### src/rtl/genius_pkg.sv
// Shared types and constants for the Genius (Simon) sequencing controller.
package genius_pkg;

  // FSM states; the encodings double as the state code seen by the display logic.
  typedef enum logic [2:0] {
    IDLE     = 3'd0,
    GEN      = 3'd1,
    SHOW_ON  = 3'd2,
    SHOW_OFF = 3'd3,
    WAIT_IN  = 3'd4,
    WIN      = 3'd5,
    LOSE     = 3'd6
  } state_t;

  // One colour of the sequence: 0, 1 or 2 (LED / button index).
  typedef logic [1:0] symbol_t;

  // Feedback taps for x^8 + x^6 + x^5 + x^4 + 1 (register bits 7, 5, 4, 3).
  localparam logic [7:0] LFSR_TAPS = 8'hB8;

  // Only three colours exist, so the fourth LFSR pattern folds onto colour 0.
  function automatic symbol_t lfsr_to_symbol(input logic [1:0] low_bits);
    return (low_bits == 2'd3) ? 2'd0 : low_bits;
  endfunction

  function automatic int max3(input int a, input int b, input int c);
    int m;
    m = (a > b) ? a : b;
    return (m > c) ? m : c;
  endfunction

endpackage

### src/rtl/genius_lfsr.sv
// Free-running 8-bit Fibonacci LFSR; advances every cycle and exposes the
// next colour symbol derived from its two low bits.
module genius_lfsr
  import genius_pkg::*;
#(
  parameter logic [7:0] SEED = 8'hA5
) (
  input  logic    i_clock,
  input  logic    i_reset,
  output symbol_t o_symbol
);

  logic [7:0] r_lfsr;

  // Shift left each cycle, feeding the XOR of the tapped bits into bit 0.
  always_ff @(posedge i_clock) begin
    if (i_reset) begin
      r_lfsr <= SEED;
    end else begin
      r_lfsr <= {r_lfsr[6:0], ^(r_lfsr & LFSR_TAPS)};
    end
  end

  assign o_symbol = lfsr_to_symbol(r_lfsr[1:0]);

endmodule

### src/rtl/genius_seq_ctrl.sv
// Genius game sequencer: grows a random colour sequence, plays it back on
// the LEDs, then checks the player's presses against it.
module genius_seq_ctrl
  import genius_pkg::*;
#(
  parameter int         MAX_LEN        = 16,
  parameter int         SHOW_CYCLES    = 25000000,
  parameter int         GAP_CYCLES     = 12500000,
  parameter int         TIMEOUT_CYCLES = 250000000,
  parameter logic [7:0] SEED           = 8'hA5
) (
  input  logic                           clock,
  input  logic                           reset,
  input  logic                           start,
  input  logic [2:0]                     btn,
  output logic [2:0]                     led_show,
  output logic [$clog2(MAX_LEN+1)-1:0]   level,
  output logic [2:0]                     state_code,
  output logic                           input_ok,
  output logic                           win,
  output logic                           lose
);

  localparam int LW   = $clog2(MAX_LEN + 1);
  localparam int IW   = $clog2(MAX_LEN);
  localparam int TMAX = max3(SHOW_CYCLES, GAP_CYCLES, TIMEOUT_CYCLES);
  localparam int TW   = (TMAX > 1) ? $clog2(TMAX) : 1;

  state_t        r_state, w_state_next;
  logic [LW-1:0] r_level, w_level_next;
  logic [IW-1:0] r_idx, w_idx_next;
  logic [TW-1:0] r_timer, w_timer_next;
  logic          r_input_ok, w_input_ok_next;
  logic [2:0]    r_btn_prev;
  logic          r_start_prev;
  logic          w_mem_we;
  symbol_t       r_mem [MAX_LEN];

  symbol_t       w_symbol;
  logic [2:0]    w_btn_edge;
  logic          w_start_edge;
  logic [2:0]    w_expect_btn;
  logic          w_last;
  logic [IW-1:0] w_wr_addr;

  genius_lfsr #(.SEED(SEED)) u_lfsr (
    .i_clock  (clock),
    .i_reset  (reset),
    .o_symbol (w_symbol)
  );

  assign w_btn_edge   = btn & ~r_btn_prev;
  assign w_start_edge = start & ~r_start_prev;
  assign w_expect_btn = 3'b001 << r_mem[r_idx];
  assign w_last       = (LW'(r_idx) == (r_level - LW'(1)));
  // GEN only runs while level < MAX_LEN, so the low bits address the slot.
  assign w_wr_addr    = r_level[IW-1:0];

  // Next-state and datapath decisions for the game FSM.
  always_comb begin
    w_state_next    = r_state;
    w_level_next    = r_level;
    w_idx_next      = r_idx;
    w_timer_next    = r_timer;
    w_input_ok_next = 1'b0;
    w_mem_we        = 1'b0;
    unique case (r_state)
      IDLE: begin
        if (w_start_edge) begin
          w_state_next = GEN;
          w_level_next = '0;
        end
      end
      GEN: begin
        w_mem_we     = 1'b1;
        w_level_next = r_level + LW'(1);
        w_idx_next   = '0;
        w_timer_next = '0;
        w_state_next = SHOW_ON;
      end
      SHOW_ON: begin
        if (r_timer == TW'(SHOW_CYCLES - 1)) begin
          w_timer_next = '0;
          w_state_next = SHOW_OFF;
        end else begin
          w_timer_next = r_timer + TW'(1);
        end
      end
      SHOW_OFF: begin
        if (r_timer == TW'(GAP_CYCLES - 1)) begin
          w_timer_next = '0;
          if (w_last) begin
            w_idx_next   = '0;
            w_state_next = WAIT_IN;
          end else begin
            w_idx_next   = r_idx + IW'(1);
            w_state_next = SHOW_ON;
          end
        end else begin
          w_timer_next = r_timer + TW'(1);
        end
      end
      WAIT_IN: begin
        // The expected pattern is always one-hot, so a match implies exactly
        // one rising edge; any other non-empty edge set is a loss.
        if (w_btn_edge == w_expect_btn) begin
          w_input_ok_next = 1'b1;
          w_timer_next    = '0;
          if (w_last) begin
            w_state_next = (r_level == LW'(MAX_LEN)) ? WIN : GEN;
          end else begin
            w_idx_next = r_idx + IW'(1);
          end
        end else if (w_btn_edge != 3'b000) begin
          w_state_next = LOSE;
        end else if (r_timer == TW'(TIMEOUT_CYCLES - 1)) begin
          w_state_next = LOSE;
        end else begin
          w_timer_next = r_timer + TW'(1);
        end
      end
      WIN, LOSE: begin
        if (w_start_edge) begin
          w_state_next = GEN;
          w_level_next = '0;
        end
      end
      default: w_state_next = IDLE;
    endcase
  end

  // State, counters, edge-detect history and the registered ok pulse.
  always_ff @(posedge clock) begin
    if (reset) begin
      r_state      <= IDLE;
      r_level      <= '0;
      r_idx        <= '0;
      r_timer      <= '0;
      r_input_ok   <= 1'b0;
      r_btn_prev   <= 3'b000;
      r_start_prev <= 1'b0;
    end else begin
      r_state      <= w_state_next;
      r_level      <= w_level_next;
      r_idx        <= w_idx_next;
      r_timer      <= w_timer_next;
      r_input_ok   <= w_input_ok_next;
      r_btn_prev   <= btn;
      r_start_prev <= start;
    end
  end

  // Sequence storage; contents are meaningless until written by GEN.
  always_ff @(posedge clock) begin
    if (w_mem_we) begin
      r_mem[w_wr_addr] <= w_symbol;
    end
  end

  assign led_show   = (r_state == SHOW_ON) ? w_expect_btn : 3'b000;
  assign level      = r_level;
  assign state_code = r_state;
  assign input_ok   = r_input_ok;
  assign win        = (r_state == WIN);
  assign lose       = (r_state == LOSE);

endmodule

### config.mk
export PLATFORM = sky130hd
export DESIGN_NAME = genius_seq_ctrl
export DESIGN_NICKNAME = d
export VERILOG_FILES = /design/src/rtl/genius_pkg.sv /design/src/rtl/genius_lfsr.sv /design/src/rtl/genius_seq_ctrl.sv
export SDC_FILE = /design/constraint.sdc
export NUM_CORES = 1
export LEC_CHECK = 0
export CORE_MARGIN = 2
export CORE_UTILIZATION = 35
export CTS_CLUSTER_DIAMETER = 80
export CTS_CLUSTER_SIZE = 10
export DETAILED_ROUTE_END_ITERATION = 8
export GPL_TIMING_DRIVEN = 0
export HOLD_SLACK_MARGIN = 0.12
export PLACE_DENSITY = 0.56
export SLEW_MARGIN = 20
export SYNTH_ARGS = -nofsm -noshare
export SYNTH_HDL_FRONTEND = slang
export SYNTH_SLANG_ARGS = --single-unit
### constraint.sdc
create_clock -name clock -period 3.7 [get_ports clock]
set_input_delay 1.11 -clock clock [delete_from_list [all_inputs] [get_ports clock]]
set_output_delay 1.11 -clock clock [all_outputs]
set_load 0.1 [all_outputs]
==> results of run 1 <==
==> path summary, 6_finish.rpt <==
kind	startpoint	endpoint	slack, ps	cells after the start
worst max-delay path	flip-flop	led_show[1]	110	6
worst min-delay path	u_lfsr.r_lfsr[6]$_SDFF_PP0_	u_lfsr.r_lfsr[7]$_SDFF_PP1_	420	1
worst max register to register	flip-flop	r_timer[0]$_SDFFE_PP0P_	170	10
worst min register to register	u_lfsr.r_lfsr[6]$_SDFF_PP0_	u_lfsr.r_lfsr[7]$_SDFF_PP1_	420	1
==> final cells by class <==
class	instances	share of cell area [%]
multi-input combinational	330	43.6
sequential	89	39.7
clock buffer	9	4.25
timing repair buffer	22	4.18
tap	172	4.06
clock inverter	7	1.54
buffer	17	1.44
inverter	16	1.13
==> what timing repair did <==
action	4_1_cts	5_1_grt
gates resized for setup	21	13
buffers inserted	0	3
cloned	0	0
hold buffers	0	0
setup endpoints to repair	13	19
endpoints found under the hold margin	0	0
==> metrics by stage <==
step / instance area (um2) / power (W) / std cells / util, %
detailed placement: 4920 / 0.00195 / 644 / 39.0
floorplan: 4520 / 0.00174 / 453 / -
CTS: 5230 / 0.00290 / 659 / 41.4
finish: 5300 / 0.00291 / 662 / 42.0
global placement: 4920 / 0.00194 / 644 / 39.0
global route: 5300 / 0.00305 / 662 / 42.0
==> metal layers <==
layer | routed length (um) | global-route usage (%)
met5 | 0 | 0
met4 | 151 | 4.74
met3 | 230 | 2.81
met1 | 5100 | 20.4
met2 | 4770 | 25.3
==> layout by cell type (no fill, tap or decap), types with 9 or more instances in the layout <==
master	instances
sky130_fd_sc_hd__nor4_1	12
sky130_fd_sc_hd__dfxtp_1	56
sky130_fd_sc_hd__o21ai_0	22
sky130_fd_sc_hd__a22o_1	16
sky130_fd_sc_hd__nand2b_1	14
sky130_fd_sc_hd__nor3_1	15
sky130_fd_sc_hd__clkbuf_1	12
sky130_fd_sc_hd__a21oi_1	13
sky130_fd_sc_hd__and3_1	11
sky130_fd_sc_hd__clkdlybuf4s50_1	14
sky130_fd_sc_hd__nor2b_1	18
sky130_fd_sc_hd__xnor2_1	9
sky130_fd_sc_hd__edfxtp_1	32
sky130_fd_sc_hd__nor2_1	29
sky130_fd_sc_hd__and2_1	21
sky130_fd_sc_hd__nand2_1	33
sky130_fd_sc_hd__nand3_1	15
sky130_fd_sc_hd__inv_1	15
sky130_fd_sc_hd__clkbuf_16	9
sky130_fd_sc_hd__mux4_2	10
==> logic make-up (layout without fill, tap and decap cells) <==
family          count (synthesis)  in the layout  synth area share [%]
simple gates                  209            209                  25.8
flops                          89             89                  46.6
compound gates                 79             79                  12.3
buf+inv                        34             71                  3.08
xor+xnor                       18             18                  3.66
mux                            17             17                  6.71
fa+ha+maj                       7              7                  1.89
==> critical path, stage by stage, from the launching register on <==
cell	delay, ps
sky130_fd_sc_hd__dfxtp_1	330
sky130_fd_sc_hd__buf_6	160
sky130_fd_sc_hd__mux4_2	510
sky130_fd_sc_hd__mux4_2	630
sky130_fd_sc_hd__inv_1	110
sky130_fd_sc_hd__and3_1	170
sky130_fd_sc_hd__buf_6	230
==> power by group <==
part / leakage [nW] / internal (W) / switching, W
clock: 0.153 / 0.000536 / 0.000410
sequential: 0.757 / 0.00106 / 0.0000326
combinational: 0.947 / 0.000267 / 0.000602
==> registers in the layout, summed over array words and instances (netlist names), named ones only <==
name           flops
r_timer           28
r_btn_prev         3
level              5
r_idx              4
input_ok           1
r_mem             32
state_code         3
r_start_prev       1
u_lfsr.r_lfsr      8
==> results.md, run 1 <==
Global routing:
- The via count of the first global-routing pass came to 3436.
- The number of antenna violations at the first check in global routing came to 0.
- The first global-routing pass estimated 17.1 mm of wire.
- The residual overflow from global routing is 0.
- The maximum number of pins on one net before global-route repair is 18.
- The overall fraction of global-route tracks in use is 15.3%.

Yosys:
- In this run the mean area of a mapped cell was 9.96 um2.
- The synthesized design contains 32 enable-type register cells.
- The cell accounting for the most synthesized area is sky130_fd_sc_hd__dfxtp_1.
- After synthesis, the cell types taking the most area are sky130_fd_sc_hd__dfxtp_1 (25%), sky130_fd_sc_hd__edfxtp_1 (21%), sky130_fd_sc_hd__mux4_2 (5.0%).
- Sorting the synthesized cells by how often they occur yields sky130_fd_sc_hd__dfxtp_1 (57), sky130_fd_sc_hd__nand2_1 (33), sky130_fd_sc_hd__edfxtp_1 (32).
- Among all cell types in the netlist, the one instantiated most often is sky130_fd_sc_hd__dfxtp_1.
- The share of Yosys cell area claimed by the top area cell type is 25.3%.
- The number of nets in the synthesized netlist is 465.
- The number of library cell types mapped by synthesis is 54.
- The number of synthesized register bits is 89.
- In the synthesized netlist, the number of instances is 453.
- The synthesis warning total is 0.
- The share of flip-flops with an asynchronous set or reset after synthesis is 0%.
- The part of the Yosys area used for sequential elements is 46.6%.
- The commonest register cell after synthesis is sky130_fd_sc_hd__dfxtp_1.
- The cell area that synthesis handed to floorplanning was 0.00451 mm2.

Timing:
- Setup violations remaining at the end of the flow were counted as 0.
- Setup repair after global routing left no endpoint under its margin.
- The clock tree skew after final layout is 6.35 ps.
- Based on the critical path, the design can be clocked at up to 0.279 GHz.
- On the final layout, the worst hold slack is 418 ps.
- For the pin with the worst max-slew slack, the measured transition is 1020 ps.
- The final count of hold timing violations is 0.
- The max-slew violation count was 0.
- Setup slack closes at 110 ps.
- Dividing the final minimum period by the clock period gives 97.0%.
- The shortest clock period the worst path allows after layout is 3590 ps.
- The remaining max-slew budget at the tightest pin is 31.8%.
- Adding up every negative setup slack in the final design gives 0 ps.

Clock tree:
- The clock insertion delay at the later pin of the skew report is 340 ps.
- TritonCTS built the clock tree.
- The clock drives 89 sinks.
- In this run the clock root is driven by a sky130_fd_sc_hd__clkbuf_16.
- Buffers inserted during clock tree synthesis total 9.
- The maximum clock path buffer count is 2.
- The clock tree synthesis step divided the H-tree into 3 levels.
- The register clock-pin slew on the reported worst setup and hold paths is 70 ps.

Flow run:
- The number of maximum-capacitance constraint violations is 0.

Finish:
- Fill cells in the final layout number 1299.
- The area taken by multi-input logic gates is 0.00231 mm2.
- 0 antenna diodes ended up in the layout.
- The layout net count is 497.
- Summing all flip-flop and latch instances after layout gives 0.00211 mm2.
- The share of post-route cells with drive strength above 1 is 12.0%.
- The post-synthesis to final-layout area growth is 17.4%.

Floorplan:
- Once the floorplan was initialized, standard cells occupied 35.8% of the core.
- 20 I/O pins were placed.
- The core region is 0.0126 mm2.
- The width of the die is 118 um.
- The floorplan step defined a die boundary enclosing 0.0138 mm2.
- Measured along the y axis, the die boundary spans 118 um.
- The number of placement rows is 41.

Routing:
- The count of nets left with antenna violations once routing finished came out at 0.
- After detailed routing, the number of remaining DRC violations is 0.
- The mean number of vias per cell is 5.32.
- The first-iteration detailed-routing DRC count is 212.
- For this run, the detailed router's first-pass iteration total came to 4.
- The mean routed wirelength per cell is 15.5 um.
- The aggregate routed wire length is 10.3 mm.
- The routed via count is 3520.

Pwr:
- The total power per unit cell area is 550 mW/mm2.
- In this run the static leakage power is 1.86 nW.
- Across the VDD grid, the largest voltage drop is 400 uV.

Place:
- After legalization and detailed placement, the total HPWL measured 7.45 mm.
- OpenSTA, run right after detailed placement, puts the worst setup slack at -768 ps.
- The routability-driven placement congestion ratio is 0.797.
- In this run the tool buffered the top-level ports with 19 buffer cells.

Status:
- The flow ran to the end, and the final reports show no timing, DRC or antenna violations.

Worst hold path:
- In this run the worst hold path is classified as reg -> reg.

Worst setup path:
- The category of the most critical setup path is reg -> out.
- The required time at the endpoint of the critical path is 2590 ps.
- STA classifies the critical path endpoint as a primary output.
- The worst setup path is launched from a flip-flop.
- The maximum fanout along the worst path is 8.
- The arrival time reported for the critical path endpoint is 2480 ps.
No activity file was read; power rests on OpenSTA's default activity.
==> inputs of run 2 (changes only) <==
==> constraint.sdc (replaced) <==
create_clock -name clock -period 3.7 [get_ports clock]
set_input_delay 1.11 -clock clock [delete_from_list [all_inputs] [get_ports clock]]
set_output_delay 1.11 -clock clock [all_outputs]
set_load 0.02 [all_outputs]
==> run 2 against run 1 <==
Fmax down 1.1%; global-route usage down 0.056 points; routed wire length down 0.74%; register-to-register slack worse by 40 ps; largest cell class unchanged; setup slack worse by 41 ps; design area down 0.50%; die area unchanged; critical endpoint unchanged; core utilization down 0.21 points.
==> results.md, run 2 (synthesized netlist as in run 1, its figures left out) <==
Worst setup path:
- The category of the most critical setup path is reg -> out (unchanged).
- The number of buffer and inverter stages on the critical path is 2 (was 3).
- The critical path's slowest cell is sky130_fd_sc_hd__mux4_2 (unchanged).
- Crit-path cells: mux4_2, mux4_2, buf_4, and3_1, dlygate4sd2_1 (was buf_6, mux4_2, mux4_2, inv_1, and3_1, buf_6).
- The cell type group with the largest total delay on the critical path is multiplexers (unchanged).
- The sort of element at the start of the critical path is a flip-flop (unchanged).
- The maximum fanout along the worst path is 8 (unchanged).
- The arrival time reported for the critical path endpoint is 2520 ps (was 2480 ps).
- The cell repeated most along the worst path is sky130_fd_sc_hd__mux4_2.
- The required time at the endpoint of the critical path is 2590 ps (about the same).
- The delay of the slowest cell on the worst path is 580 ps (was 630 ps).
- The capturing element type of the critical path is a primary output (unchanged).

Pwr:
- The total power draw came to 0.00272 W (was 0.00291 W).
- The total power per unit cell area was 516 mW/mm2 (was 550 mW/mm2).
- The leakage power summed over all cells is 1.80 nW (was 1.86 nW).
- The worst IR drop on VDD is 239 uV (was 400 uV).

Timing:
- The remaining max-slew budget at the tightest pin came to 34.8% (was 31.8%).
- The final count of hold timing violations came to 0 (unchanged).
- The worst hold margin is 417 ps (was 418 ps).
- The number of setup violations in the final report was 0 (unchanged).
- The max-slew violation count is 0 (unchanged).
- The slew at the pin closest to its max-slew limit is 977 ps (was 1020 ps).
- The final worst-path cycle share is 98.1% (was 97.0%).
- The upper clock frequency limit is 0.275 GHz (was 0.279 GHz).
- The shortest clock period the worst path allows after layout is 3630 ps (was 3590 ps).
- The clock tree skew after final layout is 9.29 ps (was 6.35 ps).

Worst hold path:
- The class of the tightest hold or removal check is reg -> reg (unchanged).

Routing:
- The antenna violation net count after detailed routing is 0 (unchanged).
- The mean number of vias per cell is 5.26 (was 5.32).
- The aggregate routed wire length was 10.2 mm (was 10.3 mm).
- The number of iterations in the first detailed-routing pass came to 4 (unchanged).
- The first-iteration detailed-routing DRC count is 235 (was 212).
- The post-detailed-route DRC marker count is 0 (unchanged).
- The routed via count is 3478 (was 3520).
- The mean routed wirelength per cell was 15.4 um (was 15.5 um).

Finish:
- The post-synthesis to final-layout area growth is 16.8% (was 17.4%).
- The commonest non-fill, non-tap cell in the layout is sky130_fd_sc_hd__dfxtp_1 (unchanged).
- The post-layout instance area was 0.00527 mm2 (was 0.00530 mm2).
- The largest register by flop count is r_mem (unchanged).
- The core utilization of the finished layout came to 41.8% (was 42.0%).
- Largest registers ranked by flip-flop count: r_mem: 32 flops, r_timer: 28 flops, u_lfsr.r_lfsr: 8 flops (unchanged).
- The layout net count is 496 (was 497).
- Most used cells in the layout excluding fill and tap cells: sky130_fd_sc_hd__dfxtp_1 (56), sky130_fd_sc_hd__nand2_1 (33), sky130_fd_sc_hd__edfxtp_1 (32), sky130_fd_sc_hd__nor2_1 (30), sky130_fd_sc_hd__o21ai_0 (22) (was sky130_fd_sc_hd__dfxtp_1 (56), sky130_fd_sc_hd__nand2_1 (33), sky130_fd_sc_hd__edfxtp_1 (32), sky130_fd_sc_hd__nor2_1 (29), sky130_fd_sc_hd__o21ai_0 (22)).
- The count of inserted antenna diode cells came to 0 (unchanged).
- The number of flip-flops under the largest register name is 32 (unchanged).
- The share of post-route cells with drive strength above 1 came to 10.6% (was 12.0%).

Global routing:
- The maximum number of pins on one net before global-route repair is 17 (was 18).
- The residual overflow from global routing is 0 (unchanged).
- The wire length of the first global-routing pass is 16.9 mm (was 17.1 mm).
- The number of antenna violations at the first check in global routing came to 0 (unchanged).
- The via count of the first global-routing pass is 3360 (was 3436).
- The overall fraction of global-route tracks in use is 15.3% (about the same).

Floorplan:
- The I/O pin count is 20 (unchanged).
- The width of the die was 118 um (unchanged).
- The area inside the core boundary is 0.0126 mm2 (unchanged).
- The number of placement rows is 41 (unchanged).
- The die height is 118 um (unchanged).
- The initial core utilization is 35.8% (unchanged).
- The die footprint is 0.0138 mm2 (unchanged).

Place:
- The routability-driven placement congestion ratio was 0.810 (was 0.797).
- The number of buffers inserted by port buffering is 19 (unchanged).
- The instance area after placement was 0.00492 mm2 (about the same).
- The placed wire-length estimate after detailed placement is 7.42 mm (was 7.45 mm).

Clock tree:
- The cell chosen for the clock root is sky130_fd_sc_hd__clkbuf_16 (unchanged).
- The maximum clock path buffer count is 2 (unchanged).
- The TritonCTS clock tree is yes (unchanged).
- The register clock-pin slew on the reported worst setup and hold paths is 70 ps (about the same).
- The number of clock buffers inserted by TritonCTS is 9 (unchanged).
- The clock insertion delay at the later pin of the skew report is 340 ps (about the same).
- The number of H-tree branching levels is 3 (unchanged).
- The count of clock tree sinks was 89 (unchanged).
- The total of hold buffers inserted after clock tree synthesis is 0 (unchanged).

Flow run:
- The number of maximum-capacitance constraint violations was 0 (unchanged).

Status:
- Run status: finished clean (unchanged).
-- run 2: cell types whose count changed in the layout (fill, tap and decap cells not counted), sizes merged --
cell and change:
buf -4, bufinv -1, clkbuf +1, clkdlybuf4s50 +2, clkinv -2, clkinvlp +2
dlygate4sd2 +3, dlymetal6s2s -2
-- run 2: routing by layer --
metal / share of wire [%] / vias to the layer above / wire [um] / GRT usage (%)
met5: 0 / - / 0 / 0
met4: 1.1 / 0 / 111 / 5.20
met3: 3.8 / 8 / 391 / 3.25
met2: 45 / 46 / 4600 / 23.8
met1: 50 / 1673 / 5070 / 21.1
li1: - / 1751 / - / -
-- run 2: worst paths after layout --
check / cells after the start / slack, ps / from / to
worst max-delay path: 5 / 70 / flip-flop / led_show[1]
worst min-delay path: 1 / 420 / u_lfsr.r_lfsr[6]$_SDFF_PP0_ / u_lfsr.r_lfsr[7]$_SDFF_PP1_
worst max register to register: 11 / 130 / flip-flop / r_timer[18]$_SDFFE_PP0P_
worst min register to register: 1 / 420 / u_lfsr.r_lfsr[6]$_SDFF_PP0_ / u_lfsr.r_lfsr[7]$_SDFF_PP1_
-- run 2: what timing repair did --
item | 4_1_cts | 5_1_grt
gates resized for setup | 8 | 9
setup buffers | 2 | 0
setup endpoints to repair | 13 | 18
-- run 2: report_power, final --
part	total, W	internal, W	switching [W]
sequential	0.00110	0.00106	0.0000322
combinational	0.000751	0.000268	0.000483
clock	0.000871	0.000464	0.000408
total	0.00272	0.00180	0.000923
-- run 2: layout make-up --
| cell class | count | area, um2 |
|---|---|---|
| plain buffers | 17 | 77.6 |
| clock buffers | 10 | 229 |
| clock inverters | 6 | 47.5 |
| fillers | 1262 | 7350 |
| inverters | 16 | 60.1 |
| multi-input cells | 330 | 2330 |
| flip-flops and latches | 89 | 2110 |
| well taps | 172 | 215 |
| repair buffers | 21 | 201 |
-- run 2: worst register-to-register path: stages, from the launching register on --
cell and delay [ps]:
sky130_fd_sc_hd__dfxtp_1 320, sky130_fd_sc_hd__buf_6 150, sky130_fd_sc_hd__mux4_2 510, sky130_fd_sc_hd__mux4_2 580
sky130_fd_sc_hd__buf_4 200, sky130_fd_sc_hd__xnor2_2 300, sky130_fd_sc_hd__a2111oi_4 160, sky130_fd_sc_hd__or3_1 370
sky130_fd_sc_hd__buf_2 190, sky130_fd_sc_hd__buf_2 200, sky130_fd_sc_hd__o41ai_1 360, sky130_fd_sc_hd__a21oi_1 100
-- run 2: stage by stage --
stage	setup TNS, ps	cells	setup WS [ps]
finish	0	661	69.5
global route	-1.98	661	-1.98
CTS	0	661	31.1
detailed placement	-3960	644	-305
global placement	-3360	644	-260
floorplan	0	453	550
==> inputs of run 3 (changes only) <==
--- a/config.mk
+++ b/config.mk
@@ -7,7 +7,6 @@
 export LEC_CHECK = 0
 export CORE_MARGIN = 2
 export CORE_UTILIZATION = 35
-export CTS_CLUSTER_DIAMETER = 80
 export CTS_CLUSTER_SIZE = 10
 export DETAILED_ROUTE_END_ITERATION = 8
 export GPL_TIMING_DRIVEN = 0
==> results of run 3 <==
No change in the layout: final DEF, timing and power equal those of run 2.
